==> src/rtl/gpio_in_debounce.sv <==
// Board input conditioning ahead of CoreGPIO: two-flop synchroniser followed by
// an independent counter-qualified debouncer per channel, with rise/fall strobes.
module gpio_in_debounce #(
    parameter int unsigned       IO_NUM          = 4,
    parameter int unsigned       DEBOUNCE_CYCLES = 50000,
    parameter int unsigned       CNT_WIDTH       = 16,
    parameter logic [IO_NUM-1:0] RESET_VAL       = '0
) (
    input  logic              PCLK,
    input  logic              PRESETN,
    input  logic [IO_NUM-1:0] BTN_RAW,
    output logic [IO_NUM-1:0] GPIO_IN,
    output logic [IO_NUM-1:0] RISE,
    output logic [IO_NUM-1:0] FALL,
    output logic [IO_NUM-1:0] BUSY
);

    typedef enum logic {
        STABLE  = 1'b0,
        QUALIFY = 1'b1
    } state_t;

    localparam logic [CNT_WIDTH-1:0] CNT_LAST  = CNT_WIDTH'(DEBOUNCE_CYCLES - 1);
    localparam logic [CNT_WIDTH-1:0] CNT_ONE   = CNT_WIDTH'(1);
    localparam bit                   IMMEDIATE = (DEBOUNCE_CYCLES == 1);

    logic [IO_NUM-1:0]    sync1;
    logic [IO_NUM-1:0]    sync2;
    logic [IO_NUM-1:0]    mis;
    state_t               state [IO_NUM];
    logic [CNT_WIDTH-1:0] cnt   [IO_NUM];

    always_ff @(posedge PCLK or negedge PRESETN) begin
        if (!PRESETN) begin
            sync1 <= RESET_VAL;
            sync2 <= RESET_VAL;
        end else begin
            sync1 <= BTN_RAW;
            sync2 <= sync1;
        end
    end

    always_comb begin
        mis = sync2 ^ GPIO_IN;
    end

    always_ff @(posedge PCLK or negedge PRESETN) begin
        if (!PRESETN) begin
            GPIO_IN <= RESET_VAL;
            RISE    <= '0;
            FALL    <= '0;
            BUSY    <= '0;
            for (int unsigned i = 0; i < IO_NUM; i++) begin
                state[i] <= STABLE;
                cnt[i]   <= '0;
            end
        end else begin
            // Strobes default low; a toggling channel overrides its own bit below.
            RISE <= '0;
            FALL <= '0;
            for (int unsigned i = 0; i < IO_NUM; i++) begin
                case (state[i])
                    STABLE: begin
                        cnt[i] <= '0;
                        if (mis[i]) begin
                            if (IMMEDIATE) begin
                                GPIO_IN[i] <= ~GPIO_IN[i];
                                RISE[i]    <= ~GPIO_IN[i];
                                FALL[i]    <= GPIO_IN[i];
                            end else begin
                                state[i] <= QUALIFY;
                                BUSY[i]  <= 1'b1;
                                cnt[i]   <= CNT_ONE;
                            end
                        end
                    end
                    QUALIFY: begin
                        if (!mis[i]) begin
                            state[i] <= STABLE;
                            BUSY[i]  <= 1'b0;
                            cnt[i]   <= '0;
                        end else if (cnt[i] == CNT_LAST) begin
                            GPIO_IN[i] <= ~GPIO_IN[i];
                            RISE[i]    <= ~GPIO_IN[i];
                            FALL[i]    <= GPIO_IN[i];
                            state[i]   <= STABLE;
                            BUSY[i]    <= 1'b0;
                            cnt[i]     <= '0;
                        end else begin
                            cnt[i] <= cnt[i] + CNT_ONE;
                        end
                    end
                    default: begin
                        state[i] <= STABLE;
                        BUSY[i]  <= 1'b0;
                        cnt[i]   <= '0;
                    end
                endcase
            end
        end
    end

endmodule
==> config.mk <==
export PLATFORM = sky130hd
export DESIGN_NAME = gpio_in_debounce
export DESIGN_NICKNAME = d
export VERILOG_FILES = /design/src/rtl/gpio_in_debounce.sv
export SDC_FILE = /design/constraint.sdc
export NUM_CORES = 1
export LEC_CHECK = 0
export CAP_MARGIN = 20
export CORE_MARGIN = 1.5
export CORE_UTILIZATION = 25
export CTS_CLUSTER_SIZE = 16
export DETAILED_ROUTE_END_ITERATION = 10
export PLACE_DENSITY = 0.45
export SYNTH_ARGS = -nofsm -noshare
export SYNTH_HDL_FRONTEND = slang
export SYNTH_SLANG_ARGS = --single-unit
==> constraint.sdc <==
create_clock -name PCLK -period 2.2 [get_ports PCLK]
set_clock_uncertainty 0.1 [all_clocks]
set_input_delay 0.33 -clock PCLK [delete_from_list [all_inputs] [get_ports PCLK]]
set_output_delay 0.33 -clock PCLK [all_outputs]
set_load 0.01 [all_outputs]
After elaboration in Yosys (flattened, before gate mapping). Index checks and enable logic that the tools add are counted.

$add $sub $neg: 4. Multipliers: 0. Divide/modulo/power cells: 0. Order comparisons: 0. Equality and inequality tests: 12. Shift-type cells: 0. Muxes and demuxes: 72. Bitwise operators: 9. Reductions and logical operators: 8.

Operator list (number): $mux W16 (8); $pmux W16 S2 (4); $add A16 B1 Y16 const B (4); $eq A16 B16 Y1 const B (4); $mux W1 (52); $pmux W1 S2 (8); $ne A3 B2 Y1 const B (4); $reduce_and A3 Y1 (4); $ne A2 B2 Y1 const B (4); $not A1 Y1 (8); $reduce_and A2 Y1 (4); $xor A4 B4 Y4 (1).

Flip-flop bits (word level): 92. Latch bits: 0. Memory bits (writable): 0. Memory bits (read-only): 0. Logic and storage cells: 125. Memories kept: 0.

Longest topological paths before layout. Gate-level depths: netlist (run 1).

Depth after elaboration: 4. Mapped depth: 7. Depth with buffers taken out: 5.

Least setup slack after synthesis (run 1). OpenSTA, ideal clock, no wires.

Path type: reg2reg. Start point: register cnt[39] (netlist name). End point: register cnt[41] (netlist name). Library setup time: 119 ps. Arrival time: 1680 ps. Required time: 1981 ps. Setup slack: 301 ps. Stages on the path, launching flop included: 7. Path buffers: 2. Cell sequence: dfrtp_1 or4b_4 nor4_4 or2_1 buf_6 buf_12 nor2_1.

Cells in the longest elaborated chain, start to end: 4.

Ends and longest elaborated chain: from (decl) (RTL line 31) `logic [CNT_WIDTH-1:0] cnt [IO_NUM];`; from (signal, indexed assignment) (RTL line 90) `cnt[i] <= cnt[i] + CNT_ONE;`; $add A16 B1 Y16 / $eq A16 B16 Y1 (equally long branches) (RTL line 90, 82); $mux W16 * (RTL line 82) `end else if (cnt[i] == CNT_LAST) begin`; $mux W16 * (RTL line 78) `if (!mis[i]) begin`; $pmux W16 S2 * (RTL line 62) `case (state[i])`.

Mark *: on every way between the ends. The rest lies on a longest branch, timed or not. A chain may end at the register's enable or synchronous reset.

Worst setup path after layout (run 1).
Start point: register cnt[61] (netlist name). End point: register GPIO_IN[0].

Cells in the longest elaborated chain, start to end: 2.

Ends and longest elaborated chain: $eq A16 B16 Y1 (RTL line 82); $reduce_and A3 Y1 (no line); to (signal, indexed assignment) (RTL line 67) `GPIO_IN[i] <= ~GPIO_IN[i];`; to (signal, indexed assignment) (RTL line 83) `GPIO_IN[i] <= ~GPIO_IN[i];`; to (decl) (RTL line 12) `output logic [IO_NUM-1:0] GPIO_IN,`.

Every way passes these cells.

==> impl_results.md, run 1 <==
- DR vias: between 2000 and 3000
- Yosys Warn Count: 0
- Max Root-Sink Buffers: 2
- Die W: 133 um
- Crit end category: register
- CTS tree: built
- Clk slew on worst S/H paths: approximately 0.06 ns
- DRC viols: 0
- Leakage power: between 1.5 and 2 nW
- CP max-delay cell: or4_1
- Antenna violations before repair: 0
- Place WS: ~0.18 ns
- Period utilization: 0.921
- Worst hold path class: register to register
- Clock Latency Late Sink: approximately 0.35 ns
- HPWL after DPL: 5190 um
- Fraction of layout cells with a size suffix above 1: 0.0972
- Initial Utilization: 0.256
- PD cells: 702 mW/mm^2
- Max-Slew Margin vs Limit: 0.746
- Clk sinks: around 90
- Final Critical Period: 2.03 ns
- Worst Tran Pin Value: about 0.38 ns
- Worst flop-to-flop path startpoint: cnt[61]$_DFF_PN0_
- GRT Total Usage: 0.0970
- Register area share after synthesis: 0.545
- Multi-input logic area: 0.00179 sq mm
- Mapped Area: approximately 0.0042 sq mm
- Maximum vdd drop: between 0.3 and 0.4 mV
- Fill cells: 1699
- Gate Count Post-Synth: between 300 and 400
- Via count of the first global-routing pass: 2799
- Critical path's largest stage delay: about 0.59 ns
- Io pins: 22
- Post-synth EDFFs: 0
- CP Max Fanout: 4
- Number of CTS-inserted buffers: 9
- Netlist cell types: 35
- Register area: 0.00230 sq mm
- IO buf count: 21
- Worst r2r path cells: 4
- Cell area after layout: 0.00507 sq mm
- Resized cells post-CTS: 0
- Fmax achieved: ~490 MHz
- Placed Cells: ~640
- Drt total wl: roughly 7600 um
- Vias per cell: roughly 4.3
- Setup Total Neg Slack: 0 ns
- Post-Layout Cell Count: approximately 650
- Worst Hold Depth: 0
- Post-synthesis area per instance: about 11 sq um
- Initial DRC count: 146
- Layout Nets: approximately 440
- Mapped Nets: just over 400
- Asr flop ratio synth: 1.00
- Final ANT Viol Nets: 0
- CTS root buf: clkbuf_16
- Fin Hold WS: between 0.2 and 0.3 ns
- WL/cell: roughly 12 um
- RSZ-0062 raised after global routing: false
- Status: complete, no violations
- CP startpoint kind: register
- Worst Path Arrival: approximately 2.2 ns
- Maxcap violations: 0
- Pin count of the biggest net entering global routing: 52
- Main synth FF type: dfrtp_1
- Antenna Cells: 0
- HP Start: sync1[0]$_DFF_PN0_
- Pre-antenna DRT Iters: 4
- Area delta synth->final: 19.9%
- Slew Limit Fails: 0
- Hold Fails Final Rpt: 0
- Fin util: 0.307
- Die area: 0.0177 sq mm
- RD Place Congestion: ~0.75
- Pwr Total: 3.56 mW
- CP Class: register to register
- Core area: roughly 0.017 sq mm
- Htree depth: 3
- Setup crit start: cnt[61]$_DFF_PN0_
- Final worst slack: 0.173 ns
- First-pass GRT wire length: around 14000 um
- Final Setup Violations: 0
- Placed Area: between 0.004 and 0.005 sq mm
- GR Overflow Total: 0
- CP Cell Sequence: or4_1 -> nor4_4 -> nand2_2 -> mux2_4
- Die height: approximately 130 um
- Yosys reg bits: 92
- Core Rows: 47
- CP Data Required Time: 2.34 ns
==> layout by cell type, fill, tap and decap left out, types with 2 or more instances in the layout <==
cell type	instances
nand2_2	3
nand3_1	20
nor4_4	4
buf_12	2
nand4_1	15
o21ai_0	4
nand4b_1	2
clkbuf_8	2
dfrtp_1	92
bufinv_16	2
and2_1	8
or4bb_1	5
nor3b_1	8
nor4_1	16
o22ai_1	4
buf_4	9
xor2_1	10
nor2_1	71
mux2_4	2
clkbuf_16	9
clkdlybuf4s50_1	20
inv_1	16
nand2_1	20
nor3_1	14
ha_1	4
xnor2_1	50
or2_1	4
nor2_2	4
==> sequential cells by signal, summed over array words and instances (netlist names) <==
signal   count
BUSY         4
FALL         4
GPIO_IN      4
RISE         4
cnt         64
state        4
sync1        4
sync2        4
==> synth_stat cells, types with 2 or more instances <==
library cell	instances	share of area
nor3b_1	8	0.014
nor2_1	71	0.063
nor4_1	16	0.024
xor2_1	10	0.021
buf_6	2	0.0053
nand2_2	3	0.0044
ha_1	4	0.012
or2_1	4	0.0059
nor4_4	4	0.020
nand4b_1	2	0.0041
o22ai_1	4	0.0059
nor3_1	14	0.017
or4bb_1	5	0.013
mux2_4	2	0.0071
nor2_2	4	0.0059
nand2_1	20	0.018
o21ai_0	4	0.0047
nand3_1	20	0.024
nand4_1	15	0.022
and2_1	8	0.012
inv_1	16	0.014
buf_4	4	0.0071
dfrtp_1	92	0.54
xnor2_1	50	0.10
==> per-layer routing <==
layer / part of all wire / vias up / wire [um] / global-route usage
li1: - / 1401 / - / -
met1: 0.50 / 1347 / 3800 / 0.126
met2: 0.45 / 37 / 3390 / 0.147
met3: 0.041 / 14 / 311 / 0.0364
met4: 0.014 / 0 / 110 / 0.0366
met5: 0 / - / 0 / 0
==> critical path: cells and delay by family, from the launching register on <==
| family | cells | cell delay, ns |
|---|---|---|
| flip-flops | 1 | 0.41 |
| multiplexers | 1 | 0.31 |
| AND/OR/NAND/NOR | 3 | 1.11 |
==> power breakdown <==
group | switching, mW | internal [mW]
registers | 0.0262 | 1.72
logic | 0.0794 | 0.0575
clock network | 0.626 | 1.05
==> layout make-up <==
class,count,share of cell area
Clock buffer,11,0.0499
Clock inverter,4,0.0143
Inverter,16,0.0119
Multi-Input combinational cell,277,0.352
Sequential cell,92,0.454
Tap cell,220,0.0543
Timing Repair Buffer,32,0.0627
==> path summary, 6_finish.rpt <==
check / end / slack, ns
setup / recovery: GPIO_IN[0]$_DFFE_PN0P_ / 0.17
hold / removal: sync2[0]$_DFF_PN0_ / 0.25
setup reg to reg: GPIO_IN[0]$_DFFE_PN0P_ / 0.17
hold reg to reg: sync2[0]$_DFF_PN0_ / 0.25
max in group asynchronous: cnt[57]$_DFF_PN0_ / 1.12
min in group asynchronous: cnt[17]$_DFF_PN0_ / 0.26
==> repair_timing <==
| action | CTS | global route |
|---|---|---|
| buffers inserted | 0 | 0 |
| hold endpoints to repair | 11 | 0 |
| hold buffers | 1 | 0 |
==> kinds of logic (layout without fill, tap and decap cells) <==
kind of cell    Yosys count  count (layout)  synth area share
simple gates            201             201             0.263
flops                    92              92             0.545
xor+xnor                 60              60             0.124
buf+inv                  24              63            0.0326
compound gates            8               8            0.0107
fa+ha+maj                 4               4            0.0118
mux                       4               4            0.0124
Power figures use the tool's default switching activity.
==> run 2: changes to the inputs <==
Settings changed: CORE_MARGIN 1.5 to 5.
==> impl_results.md, run 2 (synthesis gave the netlist of run 1 again) <==
- DR vias: 2811 (was 2799)
- Die area: 0.0196 sq mm (was 0.0177 sq mm)
- Via count of the first global-routing pass: 2856 (was 2799)
- GRT busiest layer: met2 (unchanged)
- Clk sinks: 92 (unchanged)
- Clock Power Share: 0.448 (was 0.471)
- Area delta synth->final: 19.8% (was 19.9%)
- Clk slew on worst S/H paths: 0.06 ns (about the same)
- WL/cell: 12.4 um (was 11.7 um)
- Vias per cell: 4.29 (about the same)
- GR Overflow Total: 0 (unchanged)
- Core area: 0.0166 sq mm (was 0.0165 sq mm)
- CP startpoint kind: register (unchanged)
- DRC viols: 0 (unchanged)
- Sequential share of power: 0.511 (was 0.491)
- Placed Area: 0.00477 sq mm (was 0.00473 sq mm)
- Initial DRC count: 126 (was 146)
- Crit end category: register (unchanged)
- Fmax achieved: 491 MHz (was 493 MHz)
- Io pins: 22 (unchanged)
- Final Setup Violations: 0 (unchanged)
- Pre-antenna DRT Iters: 4 (unchanged)
- Fraction of layout cells with a size suffix above 1: 0.0986 (was 0.0972)
- Period utilization: 0.926 (was 0.921)
- Final worst slack: 0.164 ns (was 0.173 ns)
- Max-Slew Margin vs Limit: 0.761 (was 0.746)
- Number of CTS-inserted buffers: 9 (unchanged)
- First-pass GRT wire length: 14200 um (was 13600 um)
- Sw Ratio: 0.222 (was 0.206)
- Worst Tran Pin Value: 0.356 ns (was 0.381 ns)
- Core Rows: 47 (unchanged)
- Status: complete, no violations (unchanged)
- Die height: 140 um (was 133 um)
- Setup Total Neg Slack: 0 ns (unchanged)
- Initial Utilization: 0.255 (was 0.256)
- Pwr Total: 3.42 mW (was 3.56 mW)
- RD Place Congestion: 0.820 (was 0.748)
- Grt met3 use: 0.0256 (was 0.0364)
- Slew Limit Fails: 0 (unchanged)
- Max Root-Sink Buffers: 2 (unchanged)
- CP Max Fanout: 4 (unchanged)
- Critical path's largest stage delay: 0.56 ns (was 0.59 ns)
- Comb pwr share: 0.041 (was 0.038)
- IO buf count: 21 (unchanged)
- Htree depth: 3 (unchanged)
- HPWL after DPL: 5520 um (was 5190 um)
- Leakage power: 1.92 nW (about the same)
- Postcts setup bufs: 0 (unchanged)
- PD cells: 675 mW/mm^2 (was 702 mW/mm^2)
- Biggest register: cnt (unchanged)
- Worst hold path class: register to register (unchanged)
- CP max-delay cell: or4_4 (was or4_1)
- Fin util: 0.305 (was 0.307)
- Commonest non-fill, non-tap cells in the layout: dfrtp_1 (92), nor2_1 (71), xnor2_1 (50) (unchanged)
- Internal Power: 2.66 mW (was 2.83 mW)
- Hold Fails Final Rpt: 0 (unchanged)
- Final ANT Viol Nets: 0 (unchanged)
- Layout Nets: 441 (was 438)
- Worst Path Arrival: 2.16 ns (about the same)
- Clock Latency Late Sink: 0.34 ns (was 0.35 ns)
- Die W: 140 um (was 133 um)
- Resized cells post-CTS: 0 (unchanged)
- Antenna Cells: 0 (unchanged)
- GRT Total Usage: 0.0888 (was 0.0970)
- CP Cell Sequence: or4_4 -> nor4_4 -> nand2_1 -> mux2_1 (was or4_1 -> nor4_4 -> nand2_2 -> mux2_4)
- CTS root buf: clkbuf_16 (unchanged)
- Met2 usage: 0.127 (was 0.147)
- Final Critical Period: 2.04 ns (was 2.03 ns)
- CP Data Required Time: 2.33 ns (was 2.34 ns)
- Maxcap violations: 0 (unchanged)
- Most common cell after layout, fill and taps aside: dfrtp_1 (unchanged)
- Place WS: 0.157 ns (was 0.180 ns)
- Antenna violations before repair: 0 (unchanged)
- Net Switching: 0.760 mW (was 0.732 mW)
- RSZ-0062 raised after global routing: false (unchanged)
- Max FFs per register: 64 (unchanged)
- Met1 Track Usage GR: 0.123 (was 0.126)
- CP Class: register to register (unchanged)
- Maximum vdd drop: 0.335 mV (was 0.385 mV)
- Cell area after layout: 0.00506 sq mm (was 0.00507 sq mm)
- Pin count of the biggest net entering global routing: 52 (unchanged)
- CTS tree: built (unchanged)
- Drt total wl: 8130 um (was 7610 um)
-- run 2: power by group through the flow --
stage	combinational [mW]	clock [mW]	sequential, mW
global route	0.163	1.65	1.75
global placement	0.144	0	1.78
CTS	0.148	1.59	1.75
detailed placement	0.145	0	1.78
finish	0.140	1.53	1.75
floorplan	0.0640	0	1.78
-- run 2: path summary, 6_finish.rpt --
check | startpoint | to | slack [ns] | depth (start not counted)
worst min register to register | sync1[1]$_DFF_PN0_ | sync2[1]$_DFF_PN0_ | 0.25 | 0
max in group asynchronous | PRESETN | cnt[24]$_DFF_PN0_ | 1.09 | 3
worst min-delay path | sync1[1]$_DFF_PN0_ | sync2[1]$_DFF_PN0_ | 0.25 | 0
worst max-delay path | cnt[29]$_DFF_PN0_ | GPIO_IN[2]$_DFFE_PN0P_ | 0.16 | 4
min in group asynchronous | PRESETN | sync1[0]$_DFF_PN0_ | 0.33 | 2
worst max register to register | cnt[29]$_DFF_PN0_ | GPIO_IN[2]$_DFFE_PN0P_ | 0.16 | 4
-- run 2: worst max-delay path: cells and delay by family (launching register included) --
| kind | cells | cell delay (ns) |
|---|---|---|
| flops | 1 | 0.41 |
| simple gates | 3 | 1.09 |
| mux | 1 | 0.33 |
-- run 2: cell type report --
| class | count | area (sq um) |
|---|---|---|
| clock buffer | 12 | 236 |
| sequential | 92 | 2300 |
| tap | 220 | 275 |
| multi-input combinational | 277 | 1790 |
| inverter | 16 | 60.1 |
| clock inverter | 4 | 50.0 |
| timing repair buffer | 35 | 353 |
| fill | 1718 | 11500 |
-- run 2: through the flow --
step                hold slack, ns  std cells
global route                 0.261        656
detailed placement           0.148        639
CTS                          0.249        656
global placement             0.148        639
finish                       0.249        656
floorplan                  -0.0656        393
-- run 2: repair_timing --
item,4_1_cts,5_1_grt
hold buffers,1,0
hold endpoints to repair,20,0
endpoints found under the setup margin,0,0
-- run 2: metal layers --
metal / vias to the layer above / share of wire / wire [um]
met5: - / 0 / 0
met4: 0 / 0.023 / 188
met3: 14 / 0.039 / 318
met2: 34 / 0.43 / 3460
met1: 1358 / 0.51 / 4160
li1: 1405 / - / -
==> run 3: changes to the inputs <==
Settings changed: PLACE_DENSITY 0.45 to 0.36, RECOVER_POWER set to 25, SETUP_SLACK_MARGIN set to 0.5.
==> impl_results.md, run 3 (synthesis gave the netlist of run 1 again) <==
- Status: complete, no violations (unchanged)
- Fmax achieved: 514 MHz (was 491 MHz)
- Slew Limit Fails: 0 (unchanged)
- Placed Area: 0.00477 sq mm (about the same)
- Die area: 0.0196 sq mm (unchanged)
- Setup crit start: cnt[59]$_DFF_PN0_ (was cnt[29]$_DFF_PN0_)
- DRC viols: 0 (unchanged)
- HPWL after DPL: 5790 um (was 5520 um)
- Period utilization: 0.884 (was 0.926)
- Via count of the first global-routing pass: 2956 (was 2856)
- Max FFs per register: 64 (unchanged)
- Io pins: 22 (unchanged)
- Core area: 0.0166 sq mm (unchanged)
- Area delta synth->final: 30.1% (was 19.8%)
- Max-Slew Margin vs Limit: 0.472 (was 0.761)
- GR Overflow Total: 0 (unchanged)
- Crit path to: GPIO_IN[0]$_DFFE_PN0P_ (was GPIO_IN[2]$_DFFE_PN0P_)
- Clk sinks: 92 (unchanged)
- Pin count of the biggest net entering global routing: 35 (was 52)
- Hold Fails Final Rpt: 0 (unchanged)
- Worst r2r path cells: 4 (unchanged)
- Fraction of layout cells with a size suffix above 1: 0.272 (was 0.0986)
- Fin util: 0.331 (was 0.305)
- Setup Total Neg Slack: 0 ns (unchanged)
- Clk slew on worst S/H paths: 0.07 ns (was 0.06 ns)
- CP startpoint kind: register (unchanged)
- CP Data Required Time: 2.33 ns (about the same)
- Commonest non-fill, non-tap cells in the layout: dfrtp_1 (88), xnor2_1 (50), nor2_1 (43) (was dfrtp_1 (92), nor2_1 (71), xnor2_1 (50))
- Most common cell after layout, fill and taps aside: dfrtp_1 (unchanged)
- Clock Latency Late Sink: 0.34 ns (about the same)
- IO buf count: 21 (unchanged)
- Die height: 140 um (unchanged)
- Die W: 140 um (unchanged)
- CP Class: register to register (unchanged)
- Initial Utilization: 0.255 (unchanged)
- Layout Nets: 470 (was 441)
- Biggest register: cnt (unchanged)
- RD Place Congestion: 0.717 (was 0.820)
- Worst hold path class: register to register (unchanged)
- Htree depth: 3 (unchanged)
- Vias per cell: 4.33 (was 4.29)
- GRT Total Usage: 0.0961 (was 0.0888)
- CP Max Fanout: 5 (was 4)
- Initial DRC count: 173 (was 126)
- FF-to-FF setup slack: 0.26 ns (was 0.16 ns)
- Final Critical Period: 1.94 ns (was 2.04 ns)
- Antenna violations before repair: 0 (unchanged)
- RR Endpoint: GPIO_IN[0]$_DFFE_PN0P_ (was GPIO_IN[2]$_DFFE_PN0P_)
- Max Root-Sink Buffers: 2 (unchanged)
- Fill cells: 1692 (was 1718)
- PD cells: 633 mW/mm^2 (was 675 mW/mm^2)
- Maxcap violations: 0 (unchanged)
- Drt total wl: 8970 um (was 8130 um)
- Leakage power: 2.17 nW (was 1.92 nW)
- First-pass GRT wire length: 15200 um (was 14200 um)
- Final Setup Violations: 0 (unchanged)
- CTS tree: built (unchanged)
- Place WS: 0.179 ns (was 0.157 ns)
- Antenna Cells: 0 (unchanged)
- Crit end category: register (unchanged)
- RSZ-0062 raised after global routing: true (was false)
- Cell area after layout: 0.00550 sq mm (was 0.00506 sq mm)
- DR vias: 2954 (was 2811)
- Maximum vdd drop: 0.324 mV (was 0.335 mV)
- Worst flop-to-flop path startpoint: cnt[59]$_DFF_PN0_ (was cnt[29]$_DFF_PN0_)
- Worst Tran Pin Value: 0.791 ns (was 0.356 ns)
- Pwr Total: 3.48 mW (was 3.42 mW)
- Number of CTS-inserted buffers: 9 (unchanged)
- Core Rows: 47 (unchanged)
- Final ANT Viol Nets: 0 (unchanged)
- WL/cell: 13.1 um (was 12.4 um)
- Pre-antenna DRT Iters: 4 (unchanged)
- CTS root buf: clkbuf_16 (unchanged)
- Final worst slack: 0.256 ns (was 0.164 ns)
- Worst Path Arrival: 2.07 ns (was 2.16 ns)
-- run 3: changes by cell type in the layout (fill, tap and decap cells not counted), moves of 6 or more --
cell	before	now
buf_4	11	29
buf_6	0	7
clkdlybuf4s50_1	20	5
dlygate4sd2_1	0	9
nor2_1	71	43
nor2_2	4	32
nor3b_1	8	2
nor3b_2	0	6
-- run 3: per-layer routing --
| layer | vias up | share of wire | track usage |
|---|---|---|---|
| li1 | 1467 | - | - |
| met1 | 1439 | 0.50 | 0.136 |
| met2 | 36 | 0.44 | 0.135 |
| met3 | 12 | 0.034 | 0.0232 |
| met4 | 0 | 0.026 | 0.0520 |
| met5 | - | 0 | 0 |
-- run 3: worst max-delay path: stages (launching register included) --
cell     delay, ns
dfrtp_2       0.44
or4bb_1       0.52
nor4_4        0.32
nand2_2       0.14
mux2_4        0.31
-- run 3: layout make-up --
class	instances	area, sq um	area share
tap	220	275	0.0501
sequential	92	2310	0.420
clock buffer	12	256	0.0467
clock inverter	2	35.0	0.00637
multi-input combinational	277	1950	0.355
timing repair buffer	64	613	0.112
inverter	16	60.1	0.0109
-- run 3: power by group --
| part | internal (mW) | leakage, nW | total, mW | switching, mW |
|---|---|---|---|---|
| Sequential | 1.72 | 1.23 | 1.75 | 0.0287 |
| Clock | 0.929 | 0.145 | 1.57 | 0.637 |
| Combinational | 0.0708 | 0.792 | 0.166 | 0.0949 |
| Total | 2.72 | 2.17 | 3.48 | 0.761 |
-- run 3: metrics by stage --
step | cells | hold slack, ns
2_1_floorplan | 393 | -0.0656
3_3_place_gp | 638 | 0.207
3_5_place_dp | 638 | 0.206
4_1_cts | 676 | 0.250
5_1_grt | 683 | 0.265
6_report | 683 | 0.249
-- run 3: repair_timing --
item | CTS | global route
pin swaps | 18 | 7
gates cloned | 0 | 2
resized for setup | 39 | 41
hold buffers | 1 | 0
endpoints found under the hold margin | 27 | 0
setup endpoints to repair | 89 | 82
buffers inserted | 23 | 5
-- run 3: how the worst min path moves through the flow --
| stage | from | to | depth (start not counted) |
|---|---|---|---|
| after floorplan | PRESETN | BUSY[0]$_DFFE_PN0P_ | 0 |
| after global placement | PRESETN | FALL[3]$_DFF_PN0_ | 1 |
| after detailed placement | PRESETN | FALL[3]$_DFF_PN0_ | 1 |
| after CTS | sync1[0]$_DFF_PN0_ | sync2[0]$_DFF_PN0_ | 0 |
| after global routing | sync1[3]$_DFF_PN0_ | sync2[3]$_DFF_PN0_ | 0 |
| final | sync1[0]$_DFF_PN0_ | sync2[0]$_DFF_PN0_ | 0 |
==> variant: new RTL, flow settings as in run 1 <==
`CNT_WIDTH`: 16 -> 14.
--- a/src/rtl/gpio_in_debounce.sv
+++ b/src/rtl/gpio_in_debounce.sv
@@ -3,7 +3,7 @@
 module gpio_in_debounce #(
     parameter int unsigned       IO_NUM          = 4,
     parameter int unsigned       DEBOUNCE_CYCLES = 50000,
-    parameter int unsigned       CNT_WIDTH       = 16,
+    parameter int unsigned       CNT_WIDTH       = 14,
     parameter logic [IO_NUM-1:0] RESET_VAL       = '0
 ) (
     input  logic              PCLK,
Behaviour: same outputs for any inputs over 10 cycles, from zero or initial values and one cycle with PRESETN low; that may be too few to reach the edited logic, so the function may still have changed.
==> variant against run 1 <==
Non-clock buffer count fell by 4; wire length fell by 11%; highest routed layer unchanged; worst setup slack got worse by 0.0044 ns; area after synthesis fell by 12%; die area fell by 11%; power fell by 3.4%; critical path type unchanged; synthesized cell count fell by 12%; via count fell by 13%; core utilization rose by 0.41 points; cell area fell by 11%; sequential cell count fell by 8; first-iteration DRC count fell by 2.7%.
==> variant: results (changes against run 1) <==
- Ys async rst share: 1.00 (unchanged)
- Biggest register: cnt
- # fillers: 1465 (-14%)
- Peak fanout along the critical path: 4 (unchanged)
- XOR/XNOR Fraction of Synth Area: 0.127 (+0.00218)
- Clock-pin slew on the worst setup and hold paths: 0.06 ns (about the same)
- Final WL: 6740 microns (-11%)
- Routed Antenna Nets: 0 (unchanged)
- Largest net degree at the start of global routing: 85 (+63%)
- Hpwl dp: 4350 microns (-16%)
- Initial antenna violation count: 0 (unchanged)
- Peak Freq: 492 MHz (-0.22%)
- Min-delay worst type: reg -> reg
- DR WL met2: 3030 microns (-11%)
- Post-synthesis compound-gate area fraction: 0.0127 (+0.00206)
- Pleak: 1.89 nW (-1.3%)
- Worst skew pair latency: 0.33 ns (-0.02 ns)
- Post-CTS Repair Setup Buffers: 0 (unchanged)
- Worst Tran Pin Value: 0.464 ns (+0.0831 ns)
- Final-report setup violation count: 0 (unchanged)
- Ranking of synthesized cells by area: dfrtp_1 56%, xor2_1 6.8%, nor2_1 5.9%, xnor2_1 5.9%, nand3_1 3.1%
- Met3 usage: 0.0218 (-0.0146)
- Overall via count from detail_route: 2446 (-13%)
- Unique masters post-synth: 37 (+5.7%)
- Run status: finished, final reports clean
- RD Place Congestion: 0.724 (-3.3%)
- Adder-cell share of the synthesized area: 0.0268 (+0.0149)
- M2 GR Usage: 0.141 (-0.00588)
- Ant diodes: 0 (unchanged)
- Layout cells sized above 1: 0.0857 (-0.0115)
- Switching share of power: 0.219 (+0.0133)
- First-pass GRT wire length: 11900 microns (-12%)
- Hold buffer count at cts: 1 (unchanged)
- Top cells by count, synth: 84 x dfrtp_1, 59 x nor2_1, 29 x xor2_1, 25 x xnor2_1, 23 x nand3_1
- Comb. pwr: 0.000186 W (+36%)
- Peak supply drop: 328 uV (-15%)
- Post-synthesis mux area share: 0.00703 (-0.00541)
- Seq pwr: 0.00162 W (-7%)
- Worst r2r src: cnt[49]
- Post-synth net total: 361 (-10%)
- Met3 wire length: 150 microns (-52%)
- Max reg flops: 56 (-13%)
- Fraction of the yosys area taken by sequential cells: 0.562 (+0.0176)
- Pre-CTS setup slack: 0.105 ns (-0.0754 ns)
- GRT Total Usage: 0.0929 (-0.00404)
- Global-route met1 utilization: 0.127 (+0.00110)
- M1 WL: 3440 microns (-9.4%)
- Hold path start: sync1[2]
- Nets: 394 (-10%)
- Iteration-0 DRC Markers: 142 (-2.7%)
==> variant: worst max-delay path, cell delays in order, from the launching register on <==
cell	delay, ns
dfrtp_1	0.41
or4b_1	0.58
nor4_4	0.37
nand2_1	0.17
mux2_2	0.29
==> variant: how the worst min path moves through the flow <==
stage	endpoint	cells past startpoint
floorplan	BUSY[0]	0
global placement	sync2[0]	0
detailed placement	sync2[0]	0
CTS	sync2[0]	0
global route	sync2[2]	0
finish	sync2[2]	0
==> variant: per-stage QoR <==
step,hold slack (ns),cells,instance area [sq um],total power [W]
floorplan,-0.0656,347,3740,0.00174
global placement,0.233,552,4200,0.00184
detailed placement,0.235,552,4200,0.00184
CTS,0.250,569,4530,0.00350
global route,0.262,569,4530,0.00359
finish,0.250,569,4530,0.00344
==> variant: area by class of cell <==
cell class,count,area share
flip-flops and latches,84,0.464
multi-input cells,248,0.347
repair buffers,28,0.0607
clock buffers,11,0.0535
well taps,184,0.0508
clock inverters,5,0.0166
inverters,9,0.00745
